**config.mk**
```make
export PLATFORM = sky130hd
export DESIGN_NAME = mul4_share_ctrl
export DESIGN_NICKNAME = d
export VERILOG_FILES = /design/src/rtl/mul4_share_ctrl.sv
export SDC_FILE = /design/constraint.sdc
export NUM_CORES = 1
export LEC_CHECK = 0
export CAP_MARGIN = 10
export CORE_ASPECT_RATIO = 1.75
export CORE_MARGIN = 2
export CORE_UTILIZATION = 49
export DETAILED_ROUTE_END_ITERATION = 12
export PLACE_DENSITY = 0.78
export SETUP_SLACK_MARGIN = 0.3
export SLEW_MARGIN = 20
export SYNTH_ARGS = -nofsm -noshare
export SYNTH_HDL_FRONTEND = slang
export SYNTH_SLANG_ARGS = --single-unit
```
**constraint.sdc**
```tcl
create_clock -name clk -period 2.9 [get_ports clk]
set_input_delay 0.435 -clock clk [delete_from_list [all_inputs] [get_ports clk]]
set_output_delay 0.435 -clock clk [all_outputs]
set_load 0.005 [all_outputs]
```
**src/rtl/mul4_share_ctrl.sv**
```systemverilog
// Shares one 4x4 array multiplier between two requesters, product returned with requester id.
// Latency: accept to rsp_valid is MUL_LAT cycles; one product per MUL_LAT+2 cycles at best.
// Backpressure: rsp_ready low holds RESP and keeps both req ready low. Round-robin tie-break when MUL4_SHARE_RR_EN is defined.

module mul4_array (
    input  logic [3:0] a,
    input  logic [3:0] b,
    input  logic       cin,
    output logic [7:0] p
);
    logic [7:0] acc;

    // One shifted partial-product row per bit of b, summed row by row.
    always_comb begin
        acc = {7'b0, cin};
        for (int i = 0; i < 4; i++) begin
            acc = acc + ({4'b0, a & {4{b[i]}}} << i);
        end
    end

    assign p = acc;
endmodule

module mul4_share_ctrl #(
    parameter int MUL_LAT = 1    // settle cycles, 1..4
) (
    input  logic       clk,
    input  logic       rst,
    input  logic       req0_valid,
    output logic       req0_ready,
    input  logic [3:0] req0_a,
    input  logic [3:0] req0_b,
    input  logic       req1_valid,
    output logic       req1_ready,
    input  logic [3:0] req1_a,
    input  logic [3:0] req1_b,
    output logic       rsp_valid,
    input  logic       rsp_ready,
    output logic       rsp_id,
    output logic [7:0] rsp_p,
    output logic       busy
);
    typedef enum logic [1:0] {IDLE, CALC, RESP} state_t;

    state_t     state;
    logic [1:0] cnt;
    logic [3:0] op_a;
    logic [3:0] op_b;
    logic       op_id;
    logic [7:0] prod;
    logic       grant1;
    logic       accept;

`ifdef MUL4_SHARE_RR_EN
    logic ptr;

    // Tie goes to the requester that was not accepted last.
    always_comb grant1 = req1_valid & (~req0_valid | ~ptr);

    always_ff @(posedge clk or posedge rst) begin
        if (rst) begin
            ptr <= 1'b1;
        end else if (accept) begin
            ptr <= grant1;
        end
    end
`else
    always_comb grant1 = req1_valid & ~req0_valid;
`endif

    assign req0_ready = (state == IDLE) & req0_valid & ~grant1;
    assign req1_ready = (state == IDLE) & req1_valid & grant1;
    assign accept     = req0_ready | req1_ready;

    mul4_array u_mul (
        .a   (op_a),
        .b   (op_b),
        .cin (1'b0),
        .p   (prod)
    );

    always_ff @(posedge clk or posedge rst) begin
        if (rst) begin
            state     <= IDLE;
            cnt       <= 2'd0;
            op_a      <= 4'd0;
            op_b      <= 4'd0;
            op_id     <= 1'b0;
            rsp_valid <= 1'b0;
            rsp_p     <= 8'd0;
            rsp_id    <= 1'b0;
            busy      <= 1'b0;
        end else begin
            case (state)
                IDLE: begin
                    if (accept) begin
                        op_a  <= grant1 ? req1_a : req0_a;
                        op_b  <= grant1 ? req1_b : req0_b;
                        op_id <= grant1;
                        cnt   <= 2'(MUL_LAT - 1);
                        state <= CALC;
                        busy  <= 1'b1;
                    end
                end
                CALC: begin
                    if (cnt == 2'd0) begin
                        rsp_p     <= prod;
                        rsp_id    <= op_id;
                        rsp_valid <= 1'b1;
                        state     <= RESP;
                    end else begin
                        cnt <= cnt - 2'd1;
                    end
                end
                RESP: begin
                    if (rsp_ready) begin
                        rsp_valid <= 1'b0;
                        state     <= IDLE;
                        busy      <= 1'b0;
                    end
                end
                default: begin
                    state <= IDLE;
                    busy  <= 1'b0;
                end
            endcase
        end
    end
endmodule

```
# Word-level counts from Yosys, hierarchy flattened
# Cells that the tools add are included.
# Widths: inputs -> output; s select.
dict set report classes {
  n_eq_ne 6
  n_mux 14
  reduce_logical 10
  add_sub_neg 4
  bitwise_logic 13
}
# op count
set op_table {}
lappend op_table {{$and 4x4->4} 4}
lappend op_table {{$reduce_and 3->1} 4}
lappend op_table {{$mux 2} 5}
lappend op_table {{$add 7x7->8} 1}
lappend op_table {{$mux 4} 2}
lappend op_table {{$ne 2x2->1 const B} 4}
lappend op_table {{$add 6x6->7} 1}
lappend op_table {{$add 4x5->6} 1}
lappend op_table {{$pmux 2 s3} 1}
lappend op_table {{$and 1x1->1} 5}
lappend op_table {{$logic_not 2->1} 2}
lappend op_table {{$pmux 2 s2} 1}
lappend op_table {{$reduce_and 2->1} 2}
lappend op_table {{$reduce_bool 2->1} 2}
lappend op_table {{$mux 1} 3}
lappend op_table {{$not 1->1} 3}
lappend op_table {{$pmux 1 s3} 1}
lappend op_table {{$eq 2x1->1 const B} 1}
lappend op_table {{$eq 2x2->1 const B} 1}
lappend op_table {{$pmux 1 s2} 1}
lappend op_table {{$sub 2x1->2 const B} 1}
lappend op_table {{$or 1x1->1} 1}
dict set report totals {
  wordCells 56
  output_inout_bits 13
  register_bits 24
}

# Depth between registers and ports, before layout
dict set report logic_depth {
  depth_word 7
  ltp_mapped 10
}

# By module
# A second synthesis with hierarchy kept.
dict set report hier_totals {
  hier_cells 144
  hier_area_um2 1515.2
}
# module seq_area_each_um2 area_each_um2 n_inst cells_per_inst
set by_module_without_submodules {}
lappend by_module_without_submodules {mul4_share_ctrl 600.6 1044.8 1 88}
lappend by_module_without_submodules {mul4_array 0.0 470.5 1 56}

# Worst setup path after synthesis
# Ideal clock, no wire load.
dict set report synth_path {
  path_type {register to register}
  start {register op_a[0]}
  end {register rsp_p[7]}
  arrival_time_ps 2517
  n_path_buf 0
  synth_period_minus_slack_ps 2604
  setup_time_ps 87
  stages_incl_launch_ff 11
  slack_ps 296
  path_cell_list {dfrtp_1 -> nand2_1 -> fa_1 -> fa_1 -> inv_1 -> ha_1 -> inv_1 -> fa_1 -> nand2b_1 -> a211o_1 -> o211ai_1}
}
dict set report synth_between {
  elab_chain_cells 4
  word_cells_on_any_way 7
}
# item line
set synth_rtl {}
lappend synth_rtl {{start, declared} 47} ;# logic [3:0] op_a;
lappend synth_rtl {{start signal, assigned} 97} ;# op_a <= grant1 ? req1_a : req0_a;
lappend synth_rtl {{$and 4x4->4} 17} ;# acc = acc + ({4'b0, a & {4{b[i]}}} << i);
lappend synth_rtl {{$add 4x5->6} 17}
lappend synth_rtl {{$add 6x6->7} 17}
lappend synth_rtl {{$add 7x7->8 *} 17}
lappend synth_rtl {{end signal, assigned} 107} ;# rsp_p <= prod;
lappend synth_rtl {{end, declared} 40} ;# output logic [7:0] rsp_p,
# Mark *: on every way between the ends. The rest lies on a longest branch, timed or not.
# A chain may end at the register's enable or synchronous reset.

# Worst setup path in the final report
dict set report layout_path {
  start {register op_b[1]}
  end {register rsp_p[7]}
}
dict set report layout_between {
  elab_chain_cells 4
}
# item line
set layout_rtl {}
lappend layout_rtl {{start, declared} 48} ;# logic [3:0] op_b;
lappend layout_rtl {{start signal, assigned} 98} ;# op_b <= grant1 ? req1_b : req0_b;
lappend layout_rtl {{$and 4x4->4} 17}
lappend layout_rtl {{$add 4x5->6} 17}
lappend layout_rtl {{$add 6x6->7} 17}
lappend layout_rtl {{$add 7x7->8} 17}
# Every way passes these cells.

==> flow_metrics.py <==
metrics = {
    "die": {
        "rows": 26,
        "fp.dieW_um": 45.41,
        "ios": 34,
        "die_h_um": 76.46,
        "core_mm2": 0.002895,
        "dieArea_mm2": 0.003472,
        "initial_core_util_pct": 50.78,
    },
    "final_layout": {
        "regArea_um2": 601.8,
        "final_common_cell": "clkdlybuf4s50_1",
        "area_delta_synth_final_pct": 33.87,
        "layout.nets": 235,
        "num-fill-cells": 218,
        "post_route_cells_drive_above_1_share_pct": 13.71,
        "antenna_cells": 0,
        "final_cell_mix": "clkdlybuf4s50_1, nand2_1, dfrtp_1, o21ai_0, inv_1",
        "multiInputGateArea_um2": 809.5,
        "final_area_mm2": 0.001968,
    },
    "worst_setup_path": {
        "crit_type": "reg2reg",
        "worstRegToRegCells": 10,
        "critPathRequiredTime_ps": 3090,
        "start_kind": "flip-flop",
        "arrival_ps": 2830,
        "cpMostUsedCell": "fa_1",
        "regToRegStartpoint": "op_b[1]",
        "worst_setup_path_end_kind": "flip-flop",
        "worstPathCellList": "nand2_2, fa_1, fa_1, inv_1, ha_2, inv_2, fa_2, nand2b_4, a211o_1, o211ai_1",
        "r2r_setup_slack_ps": 260,
        "path_max_fanout": 5,
        "slowest_stage": "fa_1",
        "slowest_delay_ps": 560,
        "r2r-end": "rsp_p[7]",
    },
    "drt": {
        "firstDrtPassIters": 4,
        "final_antenna_net_count": 0,
        "vias": 1205,
        "wl_per_cell_um": 13.77,
        "via_per_inst": 5.356,
        "wirelength_mm": 3.099,
        "drc": 0,
        "drtIter0Drc": 21,
    },
    "timing": {
        "relSlewSlack_pct": 39.88,
        "worst_slew_pin_slew_ps": 900.8,
        "hold_viol": 0,
        "fin_hold_ws_ps": 478.1,
        "layout_min_cycle_time_ps": 2641,
        "rsz0062_at_grt": "yes",
        "min_period_over_period_pct": 91.07,
        "tns_ps": 0,
        "fmax_mhz": 378.6,
        "final-max-slew-violation-count": 0,
        "finalSetupViolCount": 0,
        "skew_ps": 3.316,
    },
    "hold_path": {
        "whs_endpoint": "rsp_p[3]",
        "min_from": "rsp_p[3]",
        "hp-class": "reg2reg",
        "hold_depth": 2,
    },
    "logic_synthesis": {
        "yosysTopAreaCellShare_pct": 40.85,
        "ys_types": 29,
        "yosysWarnings": 0,
        "synth_area_mm2": 0.001470,
        "synthesis.instances": 155,
        "yosys-top-cells-area": "dfrtp_1, ha_1, nand2_1",
        "synth.net_count": 192,
        "synth_seq_area_share_pct": 40.85,
        "synth_top_area_cell": "dfrtp_1",
        "ys_ff_latch": 24,
        "syn_area_per_cell_um2": 9.485,
    },
    "pwr": {
        "powerDensity_mw_per_mm2": 951.7,
        "p_leak_uw": 0.0009220,
        "finalPower_uw": 1873,
        "ir_worst_vdd_v": 0.0005321,
    },
    "global_route": {
        "grt_pass1_wl_mm": 5.106,
        "grt_pass1_vias": 1296,
        "overflow": 0,
        "antenna_found_initial": 0,
        "grt_max_degree": 25,
        "grt_usage_pct": 19.35,
    },
    "placed_design": {
        "gp_congestion": 0.8357,
        "dpl_cell_area_mm2": 0.001810,
        "io_buffers": 33,
        "hpwl_mm": 2.270,
    },
    "clock_tree": {
        "cts_made_buffers": 3,
        "cts.path.max_buffers": 2,
        "hold_buffers": 0,
        "clock-sinks": 24,
        "htreeDepth": 1,
        "clock_latency_ps": 270,
        "root_buffer": "clkbuf_8",
        "clk_pin_slew_worst_paths_ps": 90,
        "cts_tree": "yes",
    },
    "status": {
        "status": "finished clean",
    },
    "run": {
        "cap_violations": 0,
    },
}
what timing repair did:
action | in CTS | in global routing
resized for setup | 4 | 6
setup endpoints to repair | 1 | 2
buffers inserted | 6 | 3
hold endpoints to repair | 0 | 0
pin swaps | 4 | 4
worst max path at each step:
stage	cells past startpoint	from	to	slack [ps]
finish	10	op_b[1]	rsp_p[7]	260
floorplan	10	op_b[0]	rsp_p[7]	300
global placement	10	op_a[3]	rsp_p[7]	240
detailed placement	10	op_a[3]	rsp_p[7]	160
CTS	10	op_b[3]	rsp_p[7]	230
global route	10	op_b[1]	rsp_p[7]	150
per-layer routing:
metal / vias up / part of all wire [%] / global-route usage (%)
li1: 601 / - / -
met1: 555 / 37 / 19.88
met2: 39 / 56 / 33.94
met3: 10 / 3.5 / 3.081
met4: 0 / 3.2 / 11.18
met5: - / 0 / 0
power by group:
group	leakage, µW	switching (µW)	internal, µW	total, µW
combinational	0.000588	493	477	970
sequential	0.000298	127	478	605
clock	0.0000357	113	185	297
total	0.000922	733	1140	1870
cells by family (layout without fill, tap and decap cells):
| group | count (synthesis) | after routing | synth area share, % |
|---|---|---|---|
| mux | 9 | 9 | 6.128 |
| fa+ha+maj | 16 | 16 | 16.17 |
| compound gates | 31 | 31 | 12.09 |
| xor+xnor | 1 | 1 | 0.5959 |
| buf+inv | 17 | 59 | 5.786 |
| simple gates | 57 | 57 | 18.38 |
| flops | 24 | 24 | 40.85 |
cells in the mapped netlist:
library cell  instances
a211o_1               2
a21oi_1               4
and2_1                7
and3b_2               1
buf_2                 1
buf_4                 1
buf_6                 2
clkbuf_2              1
dfrtp_1              24
fa_1                  5
ha_1                 11
inv_1                12
mux2i_1               9
nand2_1              33
nand2b_1              1
nand3_1               3
nand3b_1              1
nand4_1               1
nand4bb_1             1
nor2_1                6
nor2b_1               1
o211ai_1              1
o21ai_0              19
o21ai_1               3
o21ai_4               1
o22ai_1               1
or2_0                 1
or3b_4                1
xor2_1                1
stage by stage:
step	setup slack, ps	instances	util, %
global placement	242.6	212	62.53
CTS	233.9	222	66.81
detailed placement	155.7	212	62.53
floorplan	304.0	155	-
finish	259.0	225	67.98
global route	150.2	225	67.98
flip-flops by register name, summed over array words and instances, names as in the netlist:
register and cells:
op_b 4, op_a 4, cnt 2, busy 1
rsp_p 8, state 2, rsp_id 1, op_id 1
rsp_valid 1
cell type report:
class | count | share of cell area, %
clock buffer | 3 | 2.098
clock inverter | 1 | 1.526
inverter | 12 | 2.289
multi-input combinational | 114 | 41.13
sequential | 24 | 30.58
tap | 28 | 1.780
timing repair buffer | 43 | 20.60
critical path: cells and delay by family, from the launching register on:
| family | cells | cell delay, ps |
|---|---|---|
| fa+ha+maj | 4 | 1480 |
| buf+inv | 2 | 110 |
| simple gates | 2 | 210 |
| flops | 1 | 410 |
| compound gates | 2 | 330 |
No activity file was read; power rests on OpenSTA's default activity.
